<file path="config.mk">
export PLATFORM = sky130hd
export DESIGN_NAME = zeroriscy_multdiv_arbiter
export DESIGN_NICKNAME = d
export VERILOG_FILES = /design/src/rtl/zeroriscy_multdiv_arbiter.sv
export SDC_FILE = /design/constraint.sdc
export NUM_CORES = 1
export LEC_CHECK = 0
export BUFFER_PORTS_ARGS = -buffer_cell sky130_fd_sc_hd__buf_2
export CORE_AREA = 4 4 121 123
export CTS_CLUSTER_SIZE = 8
export DETAILED_ROUTE_END_ITERATION = 7
export DIE_AREA = 0 0 125 127
export HOLD_SLACK_MARGIN = 0.06
export MAX_ROUTING_LAYER = met4
export PLACE_DENSITY_LB_ADDON = 0.05
export SYNTH_ARGS = -nofsm -noshare
export SYNTH_HDL_FRONTEND = slang
export SYNTH_SLANG_ARGS = --single-unit
</file>
<file path="constraint.sdc">
create_clock -name clk -period 1.3 [get_ports clk]
set_input_delay 0.13 -clock clk [delete_from_list [all_inputs] [get_ports clk]]
set_output_delay 0.13 -clock clk [all_outputs]
set_load 0.005 [all_outputs]
</file>
<file path="src/rtl/zeroriscy_multdiv_arbiter.sv">
// zeroriscy_multdiv_arbiter
//   Shares the single mult/div unit between the core EX stage ("core") and
//   the matrix-multiply accelerator's scalar-arithmetic path ("acc").
//   One request is granted at a time. Its operands are latched, the unit
//   enables are held until md_ready_i, and the registered result goes back
//   to the owner with a one-cycle rvalid pulse.
//
// Ports
//   clk, rst                    clock, synchronous active-high reset
//   core_* / acc_*              request side: req, div, operator, signed, op_a, op_b
//   core_kill_i                 discard the core's pending or in-flight operation
//   core_gnt_o / acc_gnt_o      one-cycle grant (operands captured on this edge)
//   core_rvalid_o/acc_rvalid_o  one-cycle result valid
//   core_rdata_o / acc_rdata_o  result register (shared by both ports)
//   md_*                        mult/div unit side: enables, operator, signed,
//                               operands, ready, result
//   busy_o                      high whenever the sequencer is not idle
//
// Handshake: a requester raises *_req_i with stable operands and holds it
// until it sees *_gnt_o high at a rising edge; that edge captures the
// operands. Grants are only issued in IDLE. The result is returned later as
// a single-cycle *_rvalid_o with *_rdata_o valid in that same cycle; there
// is no back-pressure on the result.
module zeroriscy_multdiv_arbiter #(
    parameter bit PRIO_MODE = 1'b0  // 0: core fixed priority, 1: round-robin
) (
    input  logic        clk,
    input  logic        rst,

    input  logic        core_req_i,
    input  logic        core_div_i,
    input  logic [1:0]  core_operator_i,
    input  logic [1:0]  core_signed_i,
    input  logic [31:0] core_op_a_i,
    input  logic [31:0] core_op_b_i,
    input  logic        core_kill_i,
    output logic        core_gnt_o,
    output logic        core_rvalid_o,
    output logic [31:0] core_rdata_o,

    input  logic        acc_req_i,
    input  logic        acc_div_i,
    input  logic [1:0]  acc_operator_i,
    input  logic [1:0]  acc_signed_i,
    input  logic [31:0] acc_op_a_i,
    input  logic [31:0] acc_op_b_i,
    output logic        acc_gnt_o,
    output logic        acc_rvalid_o,
    output logic [31:0] acc_rdata_o,

    output logic        md_mult_en_o,
    output logic        md_div_en_o,
    output logic [1:0]  md_operator_o,
    output logic [1:0]  md_signed_mode_o,
    output logic [31:0] md_op_a_o,
    output logic [31:0] md_op_b_o,
    input  logic        md_ready_i,
    input  logic [31:0] md_result_i,

    output logic        busy_o
);

    typedef enum logic [1:0] {
        IDLE = 2'd0,
        BUSY = 2'd1,
        DONE = 2'd2
    } state_t;

    state_t      state_q, state_d;
    logic        owner_acc_q;   // owner of the current/last operation
    logic        last_acc_q;    // last granted port, for round-robin
    logic        killed_q;
    logic        div_q;
    logic [1:0]  operator_q;
    logic [1:0]  signed_q;
    logic [31:0] op_a_q;
    logic [31:0] op_b_q;
    logic [31:0] result_q;

    // A kill in IDLE masks the core request for that cycle only.
    logic core_eligible;
    assign core_eligible = core_req_i && !core_kill_i;

    always_comb begin
        state_d    = state_q;
        core_gnt_o = 1'b0;
        acc_gnt_o  = 1'b0;
        case (state_q)
            IDLE: begin
                if (core_eligible && acc_req_i) begin
                    // Conflict: fixed priority, or the port that did not
                    // win last time.
                    if (PRIO_MODE == 1'b0 || last_acc_q) begin
                        core_gnt_o = 1'b1;
                    end else begin
                        acc_gnt_o = 1'b1;
                    end
                end else if (core_eligible) begin
                    core_gnt_o = 1'b1;
                end else if (acc_req_i) begin
                    acc_gnt_o = 1'b1;
                end
                if (core_gnt_o || acc_gnt_o) begin
                    state_d = BUSY;
                end
            end
            BUSY: begin
                if (md_ready_i) begin
                    state_d = DONE;
                end
            end
            DONE: begin
                // Guarantees one cycle with enables low before the next op.
                state_d = IDLE;
            end
            default: begin
                state_d = IDLE;
            end
        endcase
    end

    always_ff @(posedge clk) begin
        if (rst) begin
            state_q     <= IDLE;
            owner_acc_q <= 1'b0;
            last_acc_q  <= 1'b1;
            killed_q    <= 1'b0;
            div_q       <= 1'b0;
            operator_q  <= 2'b00;
            signed_q    <= 2'b00;
            op_a_q      <= 32'h0;
            op_b_q      <= 32'h0;
            result_q    <= 32'h0;
        end else begin
            state_q <= state_d;
            if (core_gnt_o || acc_gnt_o) begin
                owner_acc_q <= acc_gnt_o;
                last_acc_q  <= acc_gnt_o;
                killed_q    <= 1'b0;
                div_q       <= acc_gnt_o ? acc_div_i       : core_div_i;
                operator_q  <= acc_gnt_o ? acc_operator_i  : core_operator_i;
                signed_q    <= acc_gnt_o ? acc_signed_i    : core_signed_i;
                op_a_q      <= acc_gnt_o ? acc_op_a_i      : core_op_a_i;
                op_b_q      <= acc_gnt_o ? acc_op_b_i      : core_op_b_i;
            end
            if (state_q == BUSY) begin
                // The unit cannot be aborted; a kill only drops the result.
                if (!owner_acc_q && core_kill_i) begin
                    killed_q <= 1'b1;
                end
                if (md_ready_i) begin
                    result_q <= md_result_i;
                end
            end
        end
    end

    assign md_mult_en_o     = (state_q == BUSY) && !div_q;
    assign md_div_en_o      = (state_q == BUSY) && div_q;
    assign md_operator_o    = operator_q;
    assign md_signed_mode_o = signed_q;
    assign md_op_a_o        = op_a_q;
    assign md_op_b_o        = op_b_q;

    // A kill arriving in the DONE cycle itself also suppresses the result.
    assign core_rvalid_o = (state_q == DONE) && !owner_acc_q && !killed_q && !core_kill_i;
    assign acc_rvalid_o  = (state_q == DONE) && owner_acc_q;
    assign core_rdata_o  = result_q;
    assign acc_rdata_o   = result_q;
    assign busy_o        = (state_q != IDLE);

endmodule

</file>
# ---- Word-level counts from Yosys, hierarchy flattened
# Cells that the tools add are included.
dict set report totals {
  latchBits 0
  inputBits 176
  output_inout_bits 139
  wordCells 52
  n_memories 0
  reg_bits 105
  romBits 0
  ram_bits 0
}
dict set report op_classes {
  muxes 20
  n_div 0
  magnitude_cmp 0
  n_shift 0
  bitwise_logic 0
  n_addsub 0
  eq_ne 4
  reduce_logical 19
  mul 0
}
# op count
set op_table {}
lappend op_table {{$mux 32} 2}
lappend op_table {{$mux 1} 13}
lappend op_table {{$logic_and 1x1->1} 9}
lappend op_table {{$mux 2} 4}
lappend op_table {{$logic_not 1->1} 4}
lappend op_table {{$ne 2x2->1 const B} 2}
lappend op_table {{$pmux 2 s2} 1}
lappend op_table {{$reduce_and 2->1} 2}
lappend op_table {{$eq 2x1->1 const B} 1}
lappend op_table {{$eq 2x2->1 const B} 1}
lappend op_table {{$logic_not 2->1} 1}
lappend op_table {{$logic_or 1x1->1} 2}
lappend op_table {{$reduce_bool 2->1} 1}

# ---- Longest topological paths before layout
# Gate-level depths: netlist (run 1).
dict set report depth {
  depth_word 10
  depth_mapped 6
  mapped_depth_nobuf 5
}

# ---- Least setup slack after synthesis (run 1)
# No wires, ideal clock.
dict set report synth_timing {
  path_kind {reg-to-reg}
  from {register state_q[1]}
  to {register op_b_q[20] (netlist: md_op_b_o[20])}
  period_less_slack_ns 1.282
  arrival_time_ns 1.212
  required_time_ns 1.230
  stages_incl_launch_ff 7
  slack_ns 0.018
  n_path_buf 1
  setup_time_ns 0.070
  cell_sequence {dfxtp_1 > nor2_4 > inv_2 > nor3b_4 > buf_6 > nand2_1 > a21oi_1}
}
dict set report synth_between {
  elab_chain_cells 3
  elab_cells_between_ends 5
  cone_classes {3 x mux; 2 x reduce/logical}
}
# element line
set synth_rtl {}
lappend synth_rtl {{from (decl)} 69} ;# state_t state_q, state_d;
lappend synth_rtl {{from (signal assigned)} 135} ;# state_q <= state_d;
lappend synth_rtl {{$logic_not 2->1 *} 88} ;# case (state_q)
lappend synth_rtl {{$mux 1 *} 88}
lappend synth_rtl {{named net acc_gnt_o} 47} ;# output logic acc_gnt_o,
lappend synth_rtl {{$mux 32 / $logic_or 1x1->1 (equally long branches)} {144, 136}}
lappend synth_rtl {{to (signal assigned)} 144} ;# op_b_q <= acc_gnt_o ? acc_op_b_i : core_op_b_i;
lappend synth_rtl {{to (decl)} 77} ;# logic [31:0] op_b_q;
# Mark *: on every way through the listed nets, which the timed path passes. The rest lies on a longest branch.
# A chain may end at the register's enable or synchronous reset.

# ---- Final worst setup path (run 1)
dict set report layout_timing {
  from {register state_q[1]}
  to {register op_b_q[1] (netlist: md_op_b_o[1])}
}
dict set report layout_between {
  elab_chain_cells 3
  elab_cells_between_ends 5
  cone_classes {3 x mux; 2 x reduce/logical}
}
# element line
set layout_rtl {}
lappend layout_rtl {{$logic_not 2->1 *} 88}
lappend layout_rtl {{$mux 1} 88}
lappend layout_rtl {{$mux 32 / $logic_or 1x1->1 (equally long branches)} {144, 136}}
# Every way passes the cells marked *; elsewhere a longest branch is shown, timed or not.

==> results of run 1 <==
per-layer routing:
layer	part of all wire [%]	track usage [%]	vias up
met2	50	37.3	231
met5	0	-	-
met4	3.0	9.44	0
li1	-	-	2508
met3	5.7	4.43	42
met1	41	24.3	2462
cell usage in the layout, fill, tap and decap left out, types with 2 or more instances in the layout:
master and n:
nand2b_1 2, buf_12 14, nand2_2 16, nor2_1 3, nand2_4 67, and2_4 3
clkbuf_8 6, a22oi_2 4, clkbuf_16 18, a21oi_1 19, buf_4 9, a22oi_1 65
nand2_1 51, dfxtp_1 103, buf_6 13, buf_16 4, buf_2 310, a21oi_2 84
dlygate4sd3_1 102
critical path: cells and delay by family (launching register included):
| kind | cells | cell delay (ns) |
|---|---|---|
| buffers and inverters | 4 | 0.54 |
| and+or+nand+nor | 3 | 0.42 |
| DFF | 1 | 0.34 |
| AOI/OAI and AO/OA | 1 | 0.12 |
area by class of cell:
type                       instances  area, um^2
inverter                           2        7.51
fill                            1142        5000
tap                              180         225
multi-input combinational        323        2560
sequential                       105        2110
timing repair buffer             463        3450
clock inverter                     1        5.00
clock buffer                      15         308
per-stage QoR:
step | hold slack (ns) | utilization (%) | total power, mW | setup WS, ns
after floorplan | 0.266 | - | 4.33 | 0.0178
after global placement | 0.370 | 42.8 | 5.03 | -0.0668
after detailed placement | 0.377 | 42.8 | 5.05 | -0.0948
after CTS | 0.0623 | 55.2 | 8.35 | -0.228
after global routing | 0.0681 | 63.4 | 9.21 | -0.281
final | 0.0666 | 63.4 | 8.82 | -0.186
worst max-delay path by stage:
stage	slack, ns	startpoint	cells after the start	endpoint
2_1_floorplan	0.02	state_q[1]$_SDFFE_PP0P_	6	md_op_b_o[20]$_SDFFE_PP0P_
4_1_cts	-0.23	state_q[0]$_SDFFE_PP0P_	4	core_gnt_o
3_5_place_dp	-0.09	state_q[1]$_SDFFE_PP0P_	6	md_op_a_o[23]$_SDFFE_PP0P_
5_1_grt	-0.28	state_q[1]$_SDFFE_PP0P_	8	md_op_b_o[8]$_SDFFE_PP0P_
6_report	-0.19	state_q[1]$_SDFFE_PP0P_	8	md_op_b_o[1]$_SDFFE_PP0P_
3_3_place_gp	-0.07	state_q[1]$_SDFFE_PP0P_	5	acc_gnt_o
repair_timing:
action	in CTS	in global routing
pin swaps	19	120
endpoints found under the setup margin	72	108
gates resized for setup	45	224
buffers inserted	9	3
hold buffers	102	0
hold endpoints to repair	101	0
gates cloned	5	12
logic make-up after synthesis:
logic type      count (synthesis)  synth area share (%)
simple gates                  149                  14.5
flops                         105                  49.6
buf+inv                        75                  11.3
compound gates                174                  24.7
synth_stat cells:
cell,n
nor2_4,1
a22oi_1,69
and2_1,3
buf_6,7
inv_2,1
and2b_4,1
nor4_1,1
a32oi_1,1
dfxtp_1,105
o21ai_1,1
nand2_2,1
buf_4,32
a21oi_1,103
clkbuf_1,15
nor3b_4,1
inv_1,1
nor2_1,3
nor2b_2,1
nand2_1,133
nand2b_1,2
nor3_1,1
nor2b_1,1
buf_2,19
power groups by stage:
stage | Combinational (mW) | Sequential, mW | Clock, mW
floorplan | 0.679 | 3.65 | 0
global placement | 1.40 | 3.63 | 0
detailed placement | 1.41 | 3.64 | 0
CTS | 1.88 | 3.57 | 2.90
global route | 2.60 | 3.60 | 3.01
finish | 2.43 | 3.58 | 2.82
flip-flops by register name (all words and copies together), names as in the netlist:
name	flops
state_q	2
md_signed_mode_o	2
md_op_b_o	32
div_q	1
md_op_a_o	32
owner_acc_q	1
killed_q	1
md_operator_o	2
acc_rdata_o	32
==> flow_summary.ini, run 1 <==
[timing]
layout_setup_ws_ns = -0.186
slew_violations = 0
clock.fmax_mhz = 673
fin_crit_sh_pct = 114
maxSlewHeadroom_pct = 68.5
fin_worst_skew_ns = 0.00502
worst_pin_slew_ns = 0.472
finalSetupTns_ns = -11.35
setup_violations = 105
finalHoldViolCount = 0
fin_crit_ns = 1.49
grt_setup_unrepaired = true

[finish]
diodes = 0
drive_gt1_share_pct = 61.6
areaGrowthSynthToFinish_pct = 104
layout.nets = 1080
final_cells = 1089
final_area_um2 = 8670

[placed_design]
place_hpwl_mm = 11.2
place_area_um2 = 5860
port_buffers = 314
placedCellCount = 942
gp_congestion = 0.909

[detailed_routing]
routed_via_density = 4.81
dr_total_vias = 5243
drc = 0
drtAntennaViolNets = 0
routed_wl_mm = 19.6
drt-wirelength-per-cell_um = 18.0
dr.pass1.iters = 7
drt-initial-drc-count = 264

[setup_path]
r2r_setup_slack_ns = -0.19
r2r-end = md_op_b_o[1]$_SDFFE_PP0P_
cpPeakStageDelay_ns = 0.34
cp-end-kind = flop
reg2reg_depth = 8
crit_path_start_kind = flop
path_cells = nor2_4, inv_2, nor3b_4, buf_6, buf_12, clkbuf_16, nand2_1, a21oi_1
cp.required_ns = 1.58
worstPathArrival_ns = 1.77
r2r-start = state_q[1]$_SDFFE_PP0P_
slowest_stage = dfxtp_2
path_max_fanout = 8
crit_type = reg2reg

[logic_synthesis]
ys_types = 23
ys_warn_count = 0
synth_top_area_cell = dfxtp_1
synth_top_cell_area_share_pct = 49.6
syn-instance-count = 503
synthTopCellsByArea = dfxtp_1, a22oi_1, a21oi_1
ys_ff_latch = 105
avgSynthCellArea_um2 = 8.43
synth_seq_area_share_pct = 49.6
synth_area_um2 = 4240
synth_nets = 679

[min_path]
hold_depth = 3
hold_end = md_op_a_o[9]$_SDFFE_PP0P_
hold_start = core_op_a_i[9]
hold_class = in2reg

[power_and_ir_drop]
power_frac_comb_pct = 27.5
vdd_drop_max_v = 0.000551
p_seq_share_pct = 40.5
p_int_mw = 6.34
p_sw_mw = 2.48
power_density_nw_per_um2 = 1020
clockPowerShare_pct = 32.0
p_sw_share_pct = 28.2
p_leak_nw = 4.21

[clocking]
cts_max_level = 3
path_clk_slew_ns = 0.07
clockBufferDepth = 2
clk_latency_ns = 0.35
cts_made_buffers = 9
cts_tree = built
cts_sinks = 105
clockRootBuffer = clkbuf_16

[global_route]
grt_pass1_vias = 5143
grt_pass1_wl_mm = 26.5
grt_usage_pct = 21.6
grt_start_max_net_pins = 41
antenna_found_initial = 0
overflow = 0

[die]
initial_core_util_pct = 31.0
ios = 315
dieArea_um2 = 15900
die_y_um = 127
core_um2 = 13700
die_w_um = 125
fp-row-count = 43

[status]
status = complete, but fails checks
violations = setup timing

[job]
cap_violations = 0
Note: power is estimated with default switching activity, not from simulation.
==> run 2, diff against run 1 <==
- CORE_AREA: 4 4 121 123 -> 4 4 119 121
- DIE_AREA: 0 0 125 127 -> 0 0 123 125
- GPL_TIMING_DRIVEN: unset -> 0
==> run 2 against run 1 <==
The run still ends with setup timing left. Total power shrank 7.2%. Critical path depth shrank 3. Count of clock-buffer cells in the layout shrank 1. Worst hold slack gained 0.016 ns. Combinational power shrank 20%. Sequential share of layout area grew 2.2 points. Design area shrank 8.2%. Global-route usage is essentially flat. Die area shrank 3.1%.
==> flow_summary.ini, run 2 (synthesis results as in run 1) <==
[status]
status = complete, but fails checks
violations = setup timing

[detailed_routing]
drt-wirelength-per-cell_um = 15.6
drc = 0
dr.pass1.iters = 5
routed_wl_mm = 17.5
dr_total_vias = 5204
routed_via_density = 4.63
drt-initial-drc-count = 177
drtAntennaViolNets = 0

[power_and_ir_drop]
p_sw_share_pct = 26.4
p_leak_nw = 3.84
clockPowerShare_pct = 32.6
power_frac_comb_pct = 23.7
power_density_nw_per_um2 = 1030
p_sw_mw = 2.16
p_int_mw = 6.03
vdd_drop_max_v = 0.000586
p_seq_share_pct = 43.7

[clocking]
cts_tree = built
path_clk_slew_ns = 0.06
clockBufferDepth = 2
clockRootBuffer = clkbuf_16
cts_sinks = 105
clk_latency_ns = 0.34
cts_made_buffers = 9
cts_max_level = 3

[finish]
layout.nets = 1118
final_common_cell = buf_2
nFillCells = 1179
diodes = 0
areaGrowthSynthToFinish_pct = 87.5
final_cell_mix = buf_2, nand2_1, dfxtp_1, dlygate4sd3_1, a21oi_1
drive_gt1_share_pct = 49.6
final_core_util_pct = 60.8
final_area_um2 = 7950

[setup_path]
cpPeakStageDelay_ns = 0.35
worstPathArrival_ns = 1.37
path_buf_inv = 3
path_cells = nor2_4, inv_2, nor3b_4, buf_6, buf_6
r2r_setup_slack_ns = -0.15
endpoint = acc_gnt_o
cp.required_ns = 1.17
slowest_stage = dfxtp_4
crit_path_start_kind = flop
cp.depth = 5
r2r-end = md_op_a_o[8]$_SDFFE_PP0P_
r2r-start = state_q[1]$_SDFFE_PP0P_
crit_type = reg2out
cpMostUsedCell = buf_6
path_max_fanout = 4
critPathTopFamily = simple AND/OR/NAND/NOR gates
reg2reg_depth = 7
startpoint = state_q[1]$_SDFFE_PP0P_
cp-end-kind = primary output

[die]
ios = 315
dieArea_um2 = 15400
die_w_um = 123
die_y_um = 125
fp-row-count = 42
initial_core_util_pct = 32.4
core_um2 = 13100

[placed_design]
port_buffers = 313
place_area_um2 = 6030
gp_congestion = 0.758
place_hpwl_mm = 12.6

[global_route]
grt_pass1_vias = 5123
antenna_found_initial = 0
overflow = 0
grt_usage_pct = 21.6
grt_pass1_wl_mm = 25.7
grt_start_max_net_pins = 16

[timing]
finalSetupTns_ns = -12.63
worst_pin_slew_ns = 0.630
fin_crit_ns = 1.50
finalHoldViolCount = 0
slew_violations = 0
setup_violations = 106
grt_setup_unrepaired = true
fin_worst_skew_ns = 0.00611
clock.fmax_mhz = 667
fin_crit_sh_pct = 115
layout_setup_ws_ns = -0.199
maxSlewHeadroom_pct = 58.0

[job]
cap_violations = 0

[min_path]
hold_class = in2reg
hold_depth = 3
run 2: cell types whose count changed in the layout (fill, tap and decap cells not counted), moves of 8 or more:
cell / previous run / this run
buf_4: 9 / 41
buf_12: 14 / 4
a21oi_1: 19 / 78
clkbuf_1: 0 / 13
buf_2: 310 / 320
nand2_2: 16 / 8
a21oi_2: 84 / 25
nand2_1: 51 / 113
nand2_4: 67 / 13
run 2: how the worst min path moves through the flow:
stage	from	endpoint	slack, ns
2_1_floorplan	md_result_i[0]	acc_rdata_o[0]$_SDFFE_PP0P_	0.27
3_3_place_gp	acc_op_b_i[17]	md_op_b_o[17]$_SDFFE_PP0P_	0.37
3_5_place_dp	acc_op_b_i[2]	md_op_b_o[2]$_SDFFE_PP0P_	0.37
4_1_cts	acc_op_b_i[21]	md_op_b_o[21]$_SDFFE_PP0P_	0.06
5_1_grt	core_op_b_i[20]	md_op_b_o[20]$_SDFFE_PP0P_	0.07
6_report	core_op_b_i[20]	md_op_b_o[20]$_SDFFE_PP0P_	0.08
run 2: tightest hold or removal path, delay by kind of cell:
family	cells	cell delay, ns
compound gates	2	0.17
buf+inv	1	0.09
run 2: layout make-up:
class	instances	area [um^2]	share of cell area (%)
Multi-Input combinational cell	323	1940	24.4
Inverter	2	7.51	0.0944
Clock buffer	14	284	3.57
Clock inverter	2	10.0	0.126
Timing Repair Buffer	429	2800	35.2
Buffer	72	581	7.30
Sequential cell	105	2110	26.5
Tap cell	176	220	2.77
run 2: power by group through the flow:
stage / clock, mW / combinational [mW] / sequential, mW
2_1_floorplan: 0 / 0.679 / 3.65
3_3_place_gp: 0 / 1.40 / 3.64
3_5_place_dp: 0 / 1.42 / 3.64
4_1_cts: 2.74 / 1.76 / 3.58
5_1_grt: 2.90 / 2.11 / 3.60
6_report: 2.67 / 1.94 / 3.58
run 2: metal layers:
| metal | wire length (um) | global-route usage [%] | share of wire (%) | vias up |
|---|---|---|---|---|
| li1 | - | - | - | 2581 |
| met1 | 6680 | 23.9 | 38 | 2404 |
| met2 | 9210 | 38.3 | 53 | 195 |
| met3 | 1250 | 4.29 | 7.2 | 24 |
| met4 | 341 | 6.97 | 2.0 | 0 |
| met5 | 0 | - | 0 | - |
run 2: timing repair:
item                       CTS  global route
pin swaps                    7            22
hold buffers                98             2
hold endpoints to repair    98             2
setup endpoints to repair  108           105
setup buffers                7             4
cloned                       1             4
gates resized for setup     39            86
run 2: stage by stage:
stage	cells	power (mW)	hold WS [ns]	setup WS [ns]
2_1_floorplan	503	4.33	0.266	0.0178
3_3_place_gp	992	5.04	0.370	-0.371
3_5_place_dp	992	5.07	0.374	-0.442
4_1_cts	1113	8.07	0.0604	-0.203
5_1_grt	1123	8.61	0.0655	-0.261
6_report	1123	8.19	0.0822	-0.199
==> run 3, diff against run 2 <==
- SKIP_LAST_GASP: unset -> 1
==> run 3 against run 2 <==
The run still ends with setup timing left. Clock skew up 0.00089 ns. Flip-flop and latch count unchanged. Die area unchanged.
==> flow_summary.ini, run 3 (synthesis results as in run 1) <==
[clocking]
clk_latency_ns = 0.34
cts_made_buffers = 9
clockBufferDepth = 2
cts_tree = built
cts_max_level = 3
cts_sinks = 105
clockRootBuffer = clkbuf_16
path_clk_slew_ns = 0.06

[detailed_routing]
wl_met1_mm = 6.69
routed_wl_mm = 17.5
dr_total_vias = 5210
drt-wirelength-per-cell_um = 15.5
drc = 0
route.met3.wl_mm = 1.25
top_layer = met4
drt-initial-drc-count = 203
routed_via_density = 4.64
met2_length_mm = 9.18
drtAntennaViolNets = 0
dr.pass1.iters = 4

[setup_path]
crit_type = reg2out
worstPathArrival_ns = 1.37
cp-end-kind = primary output
r2r_setup_slack_ns = -0.15
path_max_fanout = 4
cp.required_ns = 1.17
r2r-start = state_q[1]$_SDFFE_PP0P_
reg2reg_depth = 8
r2r-end = md_op_b_o[21]$_SDFFE_PP0P_
crit_path_start_kind = flop

[finish]
layout.nets = 1118
final_cells = 1123
drive_gt1_share_pct = 49.3
final_cell_mix = buf_2, nand2_1, dfxtp_1, dlygate4sd3_1, a21oi_1
final_area_um2 = 7940
final_common_cell = buf_2
final_core_util_pct = 60.7
diodes = 0
areaGrowthSynthToFinish_pct = 87.3

[die]
dieArea_um2 = 15400
initial_core_util_pct = 32.4
fp-row-count = 42
core_um2 = 13100
die_y_um = 125
ios = 315
die_w_um = 123

[placed_design]
gp_congestion = 0.758
place_area_um2 = 6030
place_hpwl_mm = 12.6
port_buffers = 313
placedCellCount = 992

[power_and_ir_drop]
power_density_nw_per_um2 = 1030
finalPower_mw = 8.19
vdd_drop_max_v = 0.000586
p_leak_nw = 3.84

[min_path]
hold_start = core_op_b_i[20]
hold_class = in2reg
hold_depth = 3
hold_end = md_op_b_o[20]$_SDFFE_PP0P_

[timing]
grt_setup_unrepaired = true
worst_pin_slew_ns = 0.623
fin_crit_sh_pct = 115
slew_violations = 0
finalSetupTns_ns = -12.39
fin_worst_skew_ns = 0.00699
maxSlewHeadroom_pct = 58.5
finalHoldViolCount = 0
fin_crit_ns = 1.50
setup_violations = 106
clock.fmax_mhz = 666
layout_setup_ws_ns = -0.201

[global_route]
grt_pass1_wl_mm = 25.7
grt_usage_pct = 21.6
grt_pass1_vias = 5123
antenna_found_initial = 0
overflow = 0
grt_start_max_net_pins = 16

[status]
status = complete, but fails checks
violations = setup timing

[job]
cap_violations = 0
[run 3: worst max-delay path by stage]
| stage | to | cells past startpoint | start | slack, ns |
|---|---|---|---|---|
| 6_report | acc_gnt_o | 5 | state_q[1]$_SDFFE_PP0P_ | -0.20 |
| 5_1_grt | acc_gnt_o | 5 | state_q[1]$_SDFFE_PP0P_ | -0.26 |
| 4_1_cts | acc_gnt_o | 5 | state_q[0]$_SDFFE_PP0P_ | -0.20 |
| 3_5_place_dp | md_op_b_o[21]$_SDFFE_PP0P_ | 6 | core_req_i | -0.44 |
| 3_3_place_gp | md_op_a_o[28]$_SDFFE_PP0P_ | 6 | core_req_i | -0.37 |
| 2_1_floorplan | md_op_b_o[20]$_SDFFE_PP0P_ | 6 | state_q[1]$_SDFFE_PP0P_ | 0.02 |
[run 3: power by group]
group / internal [mW] / switching (mW)
Combinational: 1.08 / 0.858
Sequential: 3.44 / 0.138
Clock: 1.51 / 1.16
Total: 6.03 / 2.16
[run 3: routing by layer]
metal | track usage [%] | vias to the layer above
li1 | - | 2579
met1 | 23.9 | 2405
met2 | 38.3 | 202
met3 | 4.29 | 24
met4 | 6.97 | 0
met5 | - | -
[run 3: metrics by stage]
step                hold slack [ns]  setup slack [ns]
finish                       0.0826            -0.201
global route                 0.0655            -0.261
CTS                          0.0604            -0.203
detailed placement            0.374            -0.442
global placement              0.370            -0.371
floorplan                     0.266            0.0178
[run 3: final cells by class]
class	instances	area [um^2]
Clock inverter	2	10.0
Clock buffer	14	284
Timing Repair Buffer	429	2800
Buffer	72	581
Tap cell	176	220
Inverter	2	7.51
Fill cell	1180	5140
Multi-Input combinational cell	323	1930
Sequential cell	105	2110
[run 3: worst max-delay path, cell delays in order, from the launching register on]
cell     delay (ns)
dfxtp_4        0.35
nor2_4         0.14
inv_2          0.06
nor3b_4        0.25
buf_6          0.15
buf_6          0.09
[run 3: repair_timing]
item	in CTS	in global routing
endpoints found under the hold margin	98	2
pin swaps	6	22
setup endpoints to repair	108	105
cloned	1	4
hold buffers	98	2
gates resized for setup	39	83
setup buffers	7	4
